[src/rtl/viterbi_decoder_param.sv]
`default_nettype none
// ============================================================================
// Module   : viterbi_decoder_param
// Brief    : Rate-1/2, K=3 (G0=7, G1=5) Viterbi decoder. Survivors are kept
//            by register exchange. Framed operation with an end-of-frame
//            flush and a ready handshake.
//            Optional feature macro: VD_SOFT_DECISION_EN (soft-decision
//            input of 2*SOFT_W bits instead of 2 hard bits).
// Revision : 1.0 - initial release
// ============================================================================
module viterbi_decoder_param #(
  parameter int TB_DEPTH = 8,
  parameter int PM_W     = 6,
  parameter int SOFT_W   = 3
) (
  input  logic                i_clk,
  input  logic                i_rst_n,
  input  logic                i_valid,
  input  logic                i_last,
`ifdef VD_SOFT_DECISION_EN
  input  logic [2*SOFT_W-1:0] i_data,
`else
  input  logic [1:0]          i_data,
`endif
  output logic                o_ready,
  output logic                o_decision,
  output logic                o_valid,
  output logic                o_last
);

`ifdef VD_SOFT_DECISION_EN
  localparam int DW   = 2 * SOFT_W;
  localparam int BM_W = SOFT_W + 1;
  localparam logic [SOFT_W-1:0] C_SOFT_MAX = {SOFT_W{1'b1}};
`else
  localparam int DW   = 2;
  localparam int BM_W = 2;
`endif
  localparam int CNT_W = $clog2(TB_DEPTH + 1);
  localparam int IDX_W = $clog2(TB_DEPTH);
  localparam logic [PM_W-1:0]  C_PM_MAX = {PM_W{1'b1}};
  localparam logic [CNT_W-1:0] C_DEPTH  = CNT_W'(TB_DEPTH);

  // Elaboration-time parameter legality checks
  if (TB_DEPTH < 2 || TB_DEPTH > 64) begin : g_chk_depth
    $error("viterbi_decoder_param: TB_DEPTH must be in 2..64");
  end
`ifdef VD_SOFT_DECISION_EN
  if (PM_W < SOFT_W + 4) begin : g_chk_pm
    $error("viterbi_decoder_param: PM_W must be >= SOFT_W+4");
  end
`else
  if (PM_W < 2 || SOFT_W < 1) begin : g_chk_pm
    $error("viterbi_decoder_param: PM_W must be >= 2");
  end
`endif

  typedef enum logic [0:0] {ST_RUN = 1'b0, ST_FLUSH = 1'b1} state_t;

  state_t              state_q;
  logic [PM_W-1:0]     pm_q   [4];
  logic [TB_DEPTH-1:0] surv_q [4];
  logic [CNT_W-1:0]    n_q;
  logic [CNT_W-1:0]    n_d;
  logic [IDX_W-1:0]    pos_q;
  logic [1:0]          best_q;
  logic                ready_q, valid_q, dec_q, last_q;

  logic [PM_W-1:0]     cand0    [4];
  logic [PM_W-1:0]     cand1    [4];
  logic [PM_W-1:0]     cand_raw [4];
  logic [PM_W-1:0]     cand_min;
  logic [PM_W-1:0]     acs_pm   [4];
  logic [TB_DEPTH-1:0] acs_surv [4];
  logic [1:0]          acs_best;

  // Distance between the received symbol and the expected pair {e0,e1}
  function automatic logic [BM_W-1:0] branch_metric(input logic [DW-1:0] d,
                                                    input logic e0, input logic e1);
`ifdef VD_SOFT_DECISION_EN
    logic [SOFT_W-1:0] c0;
    logic [SOFT_W-1:0] c1;
    c0 = e0 ? (C_SOFT_MAX - d[2*SOFT_W-1:SOFT_W]) : d[2*SOFT_W-1:SOFT_W];
    c1 = e1 ? (C_SOFT_MAX - d[SOFT_W-1:0])        : d[SOFT_W-1:0];
    return BM_W'(c0) + BM_W'(c1);
`else
    return BM_W'(d[1] ^ e0) + BM_W'(d[0] ^ e1);
`endif
  endfunction

  function automatic logic [PM_W-1:0] sat_add(input logic [PM_W-1:0] a,
                                              input logic [BM_W-1:0] b);
    logic [PM_W:0] s;
    s = {1'b0, a} + (PM_W+1)'(b);
    return s[PM_W] ? C_PM_MAX : s[PM_W-1:0];
  endfunction

  // Add-compare-select, survivor exchange, normalisation and best-state search
  always_comb begin
    for (int ns = 0; ns < 4; ns++) begin
      // ns[1] is the input bit; predecessors are {ns[0],0} and {ns[0],1}
      cand0[ns] = sat_add(pm_q[2*(ns%2)],
                          branch_metric(i_data, ns[1] ^ ns[0], ns[1]));
      cand1[ns] = sat_add(pm_q[2*(ns%2)+1],
                          branch_metric(i_data, ~(ns[1] ^ ns[0]), ~ns[1]));
      if (cand1[ns] < cand0[ns]) begin
        cand_raw[ns] = cand1[ns];
        acs_surv[ns] = {surv_q[2*(ns%2)+1][TB_DEPTH-2:0], ns[1]};
      end else begin
        cand_raw[ns] = cand0[ns];
        acs_surv[ns] = {surv_q[2*(ns%2)][TB_DEPTH-2:0], ns[1]};
      end
    end
    cand_min = cand_raw[0];
    for (int s = 1; s < 4; s++) begin
      if (cand_raw[s] < cand_min) cand_min = cand_raw[s];
    end
    acs_best = 2'd3;
    for (int s = 3; s >= 0; s--) begin
      if (cand_raw[s] == cand_min) acs_best = 2'(s);
    end
    for (int s = 0; s < 4; s++) begin
      acs_pm[s] = cand_raw[s] - cand_min;
    end
  end

  assign n_d = (n_q == C_DEPTH) ? n_q : n_q + CNT_W'(1);

  // Frame FSM: RUN accepts and decodes symbols, FLUSH drains the latched survivor
  always_ff @(posedge i_clk or negedge i_rst_n) begin
    if (!i_rst_n) begin
      state_q <= ST_RUN;
      for (int s = 0; s < 4; s++) begin
        pm_q[s]   <= (s == 0) ? '0 : C_PM_MAX;
        surv_q[s] <= '0;
      end
      n_q     <= '0;
      pos_q   <= '0;
      best_q  <= 2'd0;
      ready_q <= 1'b1;
      valid_q <= 1'b0;
      dec_q   <= 1'b0;
      last_q  <= 1'b0;
    end else begin
      valid_q <= 1'b0;
      last_q  <= 1'b0;
      case (state_q)
        ST_RUN: begin
          if (i_valid && ready_q) begin
            pm_q   <= acs_pm;
            surv_q <= acs_surv;
            n_q    <= n_d;
            if (i_last) begin
              pos_q   <= IDX_W'(n_d - CNT_W'(1));
              best_q  <= acs_best;
              ready_q <= 1'b0;
              state_q <= ST_FLUSH;
            end else if (n_d == C_DEPTH) begin
              valid_q <= 1'b1;
              dec_q   <= acs_surv[acs_best][TB_DEPTH-1];
            end
          end
        end
        ST_FLUSH: begin
          valid_q <= 1'b1;
          dec_q   <= surv_q[best_q][pos_q];
          if (pos_q == '0) begin
            last_q  <= 1'b1;
            ready_q <= 1'b1;
            state_q <= ST_RUN;
            for (int s = 0; s < 4; s++) begin
              pm_q[s]   <= (s == 0) ? '0 : C_PM_MAX;
              surv_q[s] <= '0;
            end
            n_q <= '0;
          end else begin
            pos_q <= pos_q - IDX_W'(1);
          end
        end
        default: state_q <= ST_RUN;
      endcase
    end
  end

  assign o_ready    = ready_q;
  assign o_valid    = valid_q;
  assign o_decision = dec_q;
  assign o_last     = last_q;

endmodule
`default_nettype wire

[config.mk]
export PLATFORM = sky130hd
export DESIGN_NAME = viterbi_decoder_param
export DESIGN_NICKNAME = d
export VERILOG_FILES = /design/src/rtl/viterbi_decoder_param.sv
export SDC_FILE = /design/constraint.sdc
export NUM_CORES = 1
export LEC_CHECK = 0
export BUFFER_PORTS_ARGS = -buffer_cell sky130_fd_sc_hd__clkbuf_2
export CAP_MARGIN = 0
export CORE_MARGIN = 5
export CORE_UTILIZATION = 62
export DETAILED_ROUTE_END_ITERATION = 7
export GPL_TIMING_DRIVEN = 0
export HOLD_SLACK_MARGIN = 0.03
export PLACE_DENSITY = 0.86
export SLEW_MARGIN = 20
export SYNTH_ARGS = -nofsm -noshare
export SYNTH_HDL_FRONTEND = slang
export SYNTH_SLANG_ARGS = --single-unit
[constraint.sdc]
create_clock -name i_clk -period 12.9 [get_ports i_clk]
set_input_delay 1.935 -clock i_clk [delete_from_list [all_inputs] [get_ports i_clk]]
set_output_delay 1.935 -clock i_clk [all_outputs]
set_load 0.05 [all_outputs]
==> results of run 1 <==
cell type report:
type | count | area [um2] | area share, %
clock inverter | 7 | 55.1 | 0.725
tap | 140 | 175 | 2.31
multi-input combinational | 699 | 5090 | 67.0
buffer | 40 | 193 | 2.54
clock buffer | 9 | 225 | 2.97
sequential | 64 | 1630 | 21.4
inverter | 42 | 158 | 2.08
timing repair buffer | 11 | 75.1 | 0.989
per-stage QoR:
step                      utilization [%]  setup WS (ns)  hold WS (ns)
after floorplan                         -           1.95         0.445
after global placement               66.1       -0.00895         0.457
after detailed placement             66.3         -0.175         0.484
after CTS                            68.8         0.0476         0.493
after global routing                 69.4        0.00963         0.524
final                                69.4          0.636         0.493
worst reg2reg max path, delay by kind of cell (launching register included):
kind / cells / cell delay (ns)
simple gates: 9 / 2.06
fa+ha+maj: 7 / 1.94
flops: 1 / 0.53
xor+xnor: 2 / 0.34
mux: 4 / 1.30
compound gates: 20 / 3.48
buf+inv: 4 / 0.57
state kept, by name, indices dropped and copies added (netlist names):
signal      cells
o_decision      1
surv_q         26
o_ready         1
best_q          2
pm_q           24
pos_q           3
n_q             4
o_last          1
o_valid         1
state_q         1
cell families (layout without fill, tap and decap cells):
kind of cell	after synthesis	count (layout)	synth area share (%)
AOI/OAI and AO/OA	264	264	24.5
and+or+nand+nor	257	257	18.5
buffers and inverters	83	109	5.02
adders and majority gates	72	72	12.9
muxes	65	65	10.8
DFF	64	64	23.2
xor gates and xnor gates	41	41	5.13
worst max path at each step:
stage                    end  cells after the start      start
finish               pm_q[4]                     50  i_data[0]
global route         pm_q[4]                     50  i_data[0]
CTS                  pm_q[4]                     49  i_data[0]
detailed placement  pm_q[23]                     50  i_data[0]
global placement     pm_q[4]                     49  i_data[0]
floorplan            pm_q[4]                     50  i_data[0]
layer usage:
layer	up-vias	track usage, %	part of all wire [%]
li1	3161	-	-
met1	3177	39.7	42
met2	331	50.0	47
met3	69	3.58	7.5
met4	0	10.9	3.0
met5	-	0	0
synth_stat cells (3+ instances only):
master	instances
a21boi_0	7
or3_1	5
o211ai_1	3
dfstp_2	19
nand3_1	42
nand2b_1	7
clkbuf_1	22
nor2_1	48
o2111ai_1	3
nand3b_1	6
buf_6	3
a21oi_1	60
and2_1	5
xor2_1	18
nor4_1	5
a211o_1	3
or2_2	6
nand4_1	8
mux4_2	7
o21ai_1	5
xnor2_1	23
a41oi_1	4
o21a_1	9
o31ai_1	3
and3_1	11
o31a_1	3
o21bai_1	8
dfrtp_1	45
inv_1	42
a21o_1	13
buf_2	14
mux2i_1	45
a211oi_1	5
nor3_1	17
a31oi_1	5
nand2_1	71
ha_1	68
o21ai_0	97
mux2_2	12
nor2b_1	9
timing repair:
| item | 4_1_cts | 5_1_grt |
|---|---|---|
| endpoints found under the setup margin | 0 | 27 |
| buffers inserted | 0 | 1 |
| resized for setup | 0 | 17 |
==> results.json, run 1 <==
{
  "tns_ns": 0,
  "synth_cell_type_count": 88,
  "r2r-start": "pm_q[0]",
  "cts.path.max_buffers": 2,
  "worstSetupStartpointType": "primary input",
  "synth_nets": 921,
  "maxSlewHeadroom_pct": 25.9,
  "htree_num_levels": 3,
  "num_rows": 38,
  "arrival_ns": 12.50,
  "clkTransAtPathRegs_ns": 0.06,
  "hpwl_um": 15000,
  "io-pin-count": 10,
  "fillers": 886,
  "finalSetupViolations": 0,
  "period_share_pct": 95.1,
  "ys_seq_area_share_pct": 23.2,
  "hold_class": "flip-flop to flip-flop",
  "cts.sinks": 64,
  "place_area_um2": 7250,
  "drive_gt1_share_pct": 14.2,
  "critPathMostFrequentCell": "ha_1",
  "insertion_delay_ns": 0.33,
  "cts_buffers": 9,
  "die_area_um2": 13500,
  "synth_top_area_share_pct": 16.1,
  "drt_pre_antenna_iters": 6,
  "status": "completed",
  "post_drt_wl_per_cell_um": 19.5,
  "maxCapViolCount": 0,
  "fin_cells": 1012,
  "vias": 6738,
  "yosys-top-cells-area": "dfrtp_1 16%, ha_1 12%, dfstp_2 7.1%",
  "drt-initial-drc-count": 686,
  "grt_max_degree": 36,
  "area.growth.synth_to_final_pct": 8.43,
  "reg2reg_to": "pm_q[4]",
  "ys.flop_type": "dfrtp_1",
  "grt_pass1_wl_um": 32100,
  "vias_per_cell": 6.66,
  "rsz0062_at_grt": "false",
  "path_class": "primary input to flip-flop",
  "cp_max_fo": 10,
  "r2r_setup_slack_ns": 2.58,
  "final_cell_area_um2": 7590,
  "root_buffer": "clkbuf_16",
  "yosys_register_bits": 64,
  "hold_depth": 2,
  "die_x_um": 116,
  "crit_buf_inv": 7,
  "synthesis.area_um2": 7000,
  "crit_path_top_delay_cell": "or3b_2",
  "first_global_vias": 6441,
  "yosys_warnings": 0,
  "final_cell_mix": "93 x o21ai_0, 71 x nand2_1, 68 x ha_1",
  "hp-start": "surv_q[0]",
  "hold_violations": 0,
  "fp.coreArea_um2": 10900,
  "ff2ff_path_depth": 46,
  "syn_inst": 846,
  "async_reset_ff_share_pct": 100,
  "dp_cells": 996,
  "fmax_mhz": 81.5,
  "skew_ns": 0.00647,
  "avgSynthCellArea_um2": 8.28,
  "place_congestion": 0.909,
  "wl_um": 19800,
  "hold_buffers": 0,
  "min_to": "surv_q[17]",
  "period_minus_slack_ns": 12.26,
  "antenna_left": 0,
  "drcViolationCount": 0,
  "grt_use_total_pct": 29.8,
  "worstSetupEndpointType": "flip-flop",
  "worst_ep_required_time_ns": 13.13,
  "drv_slew": 0,
  "max_stage_delay_ns": 0.51,
  "worst_pin_slew_ns": 1.10,
  "grt_overflow": 0,
  "yosys.area.top_type": "dfrtp_1",
  "io_buffers": 9,
  "path_delay_family": "compound AO/OA/AOI/OAI gates",
  "diodes": 0,
  "nets": 942,
  "synth-edff-count": 0,
  "antenna_found_initial": 0,
  "final_common_cell": "o21ai_0",
  "cts_tree": "yes",
  "die_h_um": 116,
  "initial_core_util_pct": 64.0
}
Power of run 1 is not shown: default switching activity piles up to over one toggle a cycle in this logic, so the estimate is an artifact.
==> run 2, diff against run 1 <==
--- a/config.mk
+++ b/config.mk
@@ -13,7 +13,8 @@
 export GPL_TIMING_DRIVEN = 0
 export HOLD_SLACK_MARGIN = 0.03
 export PLACE_DENSITY = 0.86
-export SLEW_MARGIN = 20
+export RECOVER_POWER = 25
+export SLEW_MARGIN = 5
 export SYNTH_ARGS = -nofsm -noshare
 export SYNTH_HDL_FRONTEND = slang
 export SYNTH_SLANG_ARGS = --single-unit
==> run 2 against run 1 <==
The run now ends with max-capacitance violations, max-slew violations left. Clock-buffer cell count rose by 1. Non-clock buffer count shrank 1. Die area did not move. Wire length grew 0.18%. Critical path depth shrank 1. Core utilization up 0.17 points. Via count hardly changed. Worst hold slack better by 0.020 ns. Cell count about the same.
==> results.json, run 2 (synthesis results as in run 1) <==
{
  "clkTransAtPathRegs_ns": 0.06,
  "grt_overflow": 0,
  "use_met2_pct": 49.1,
  "hold_buffers": 0,
  "die_area_um2": 13500,
  "die_x_um": 116,
  "maxCapViolCount": 1,
  "drive_gt1_share_pct": 13.9,
  "fp.coreArea_um2": 10900,
  "hpwl_um": 14800,
  "hold_class": "flip-flop to flip-flop",
  "drv_slew": 65,
  "htree_num_levels": 3,
  "path_class": "primary input to flip-flop",
  "critPathMostFrequentCell": "ha_1",
  "drcViolationCount": 0,
  "vias_per_cell": 6.66,
  "cp_max_fo": 10,
  "cts.path.max_buffers": 2,
  "violations": "max-capacitance violations, max-slew violations",
  "grt_max_degree": 65,
  "max_stage_delay_ns": 0.51,
  "drt_pre_antenna_iters": 5,
  "whs_ns": 0.513,
  "crit_path_top_delay_cell": "or3b_2",
  "worst_pin_slew_ns": 3.42,
  "met1_usage_pct": 39.7,
  "initial_core_util_pct": 64.0,
  "final_cell_mix": "93 x o21ai_0, 71 x nand2_1, 68 x ha_1",
  "global_route.usage.met3_pct": 4.82,
  "maxSlewHeadroom_pct": -128,
  "skew_ns": 0.00711,
  "final_common_cell": "o21ai_0",
  "hold_violations": 0,
  "tns_ns": 0,
  "place_congestion": 0.909,
  "cts_tree": "yes",
  "grt-busiest-layer": "met2",
  "status": "finished with violations",
  "antenna_left": 0,
  "arrival_ns": 12.46,
  "grt_use_total_pct": 29.9,
  "nets": 941,
  "worst_ep_required_time_ns": 13.12,
  "wl_um": 19800,
  "first_global_vias": 6363,
  "io_buffers": 9,
  "post_drt_wl_per_cell_um": 19.6,
  "grt_pass1_wl_um": 31900,
  "antenna_found_initial": 0,
  "io-pin-count": 10,
  "largest_register_ffs": 26,
  "die_h_um": 116,
  "period_minus_slack_ns": 12.24,
  "insertion_delay_ns": 0.33,
  "worstSetupEndpointType": "flip-flop",
  "drt-initial-drc-count": 758,
  "diodes": 0,
  "largest_registers": "surv_q (26), pm_q (24), n_q (4)",
  "r2r_setup_slack_ns": 2.60,
  "finalSetupViolations": 0,
  "num_rows": 38,
  "root_buffer": "clkbuf_16",
  "vias": 6736,
  "fmax_mhz": 81.7,
  "cts.sinks": 64,
  "cts_buffers": 9,
  "period_share_pct": 94.9,
  "area.growth.synth_to_final_pct": 8.70,
  "worstSetupStartpointType": "primary input",
  "top_register": "surv_q"
}
[run 2: repair_timing]
| item | 4_1_cts | 5_1_grt |
|---|---|---|
| setup buffers | 0 | 1 |
| endpoints found under the setup margin | 0 | 23 |
| resized for setup | 0 | 18 |
[run 2: stage by stage]
stage | setup WS [ns] | area [um2] | util [%] | std cells
2_1_floorplan | 1.95 | 7000 | - | 846
3_3_place_gp | -0.00895 | 7220 | 66.1 | 995
3_5_place_dp | -0.147 | 7230 | 66.1 | 995
4_1_cts | 0.0748 | 7540 | 68.9 | 1011
5_1_grt | -0.0129 | 7610 | 69.6 | 1011
6_report | 0.662 | 7610 | 69.6 | 1011
[run 2: final cells by class]
class / count / area, um2
buffer: 40 / 193
tap: 140 / 175
multi-input combinational: 699 / 5100
inverter: 42 / 158
clock inverter: 6 / 85.1
timing repair buffer: 10 / 51.3
fill: 869 / 3320
clock buffer: 10 / 229
sequential: 64 / 1630
[run 2: worst paths after layout]
check,startpoint,to,depth (start not counted)
max in group asynchronous,i_rst_n,surv_q[22],1
setup / recovery,i_data[0],o_decision,49
hold reg to reg,surv_q[0],surv_q[17],2
min in group asynchronous,i_rst_n,surv_q[28],1
hold / removal,surv_q[0],surv_q[17],2
setup reg to reg,pm_q[0],o_decision,45
[run 2: per-layer routing]
metal  vias to the layer above  share of wire [%]
met5                         -                  0
met4                         0                3.5
met3                        73                7.3
met2                       310                 47
met1                      3197                 42
li1                       3156                  -
[run 2: worst max-delay path: cells and delay by family]
family	cells	cell delay [ns]
AO/OA/AOI/OAI	20	3.89
AND/OR/NAND/NOR	11	2.11
adder cells (fa/ha/maj)	7	2.14
multiplexers	4	1.24
XOR/XNOR	1	0.11
buffers and inverters	6	1.00
Power of run 2 is left out for the same reason.
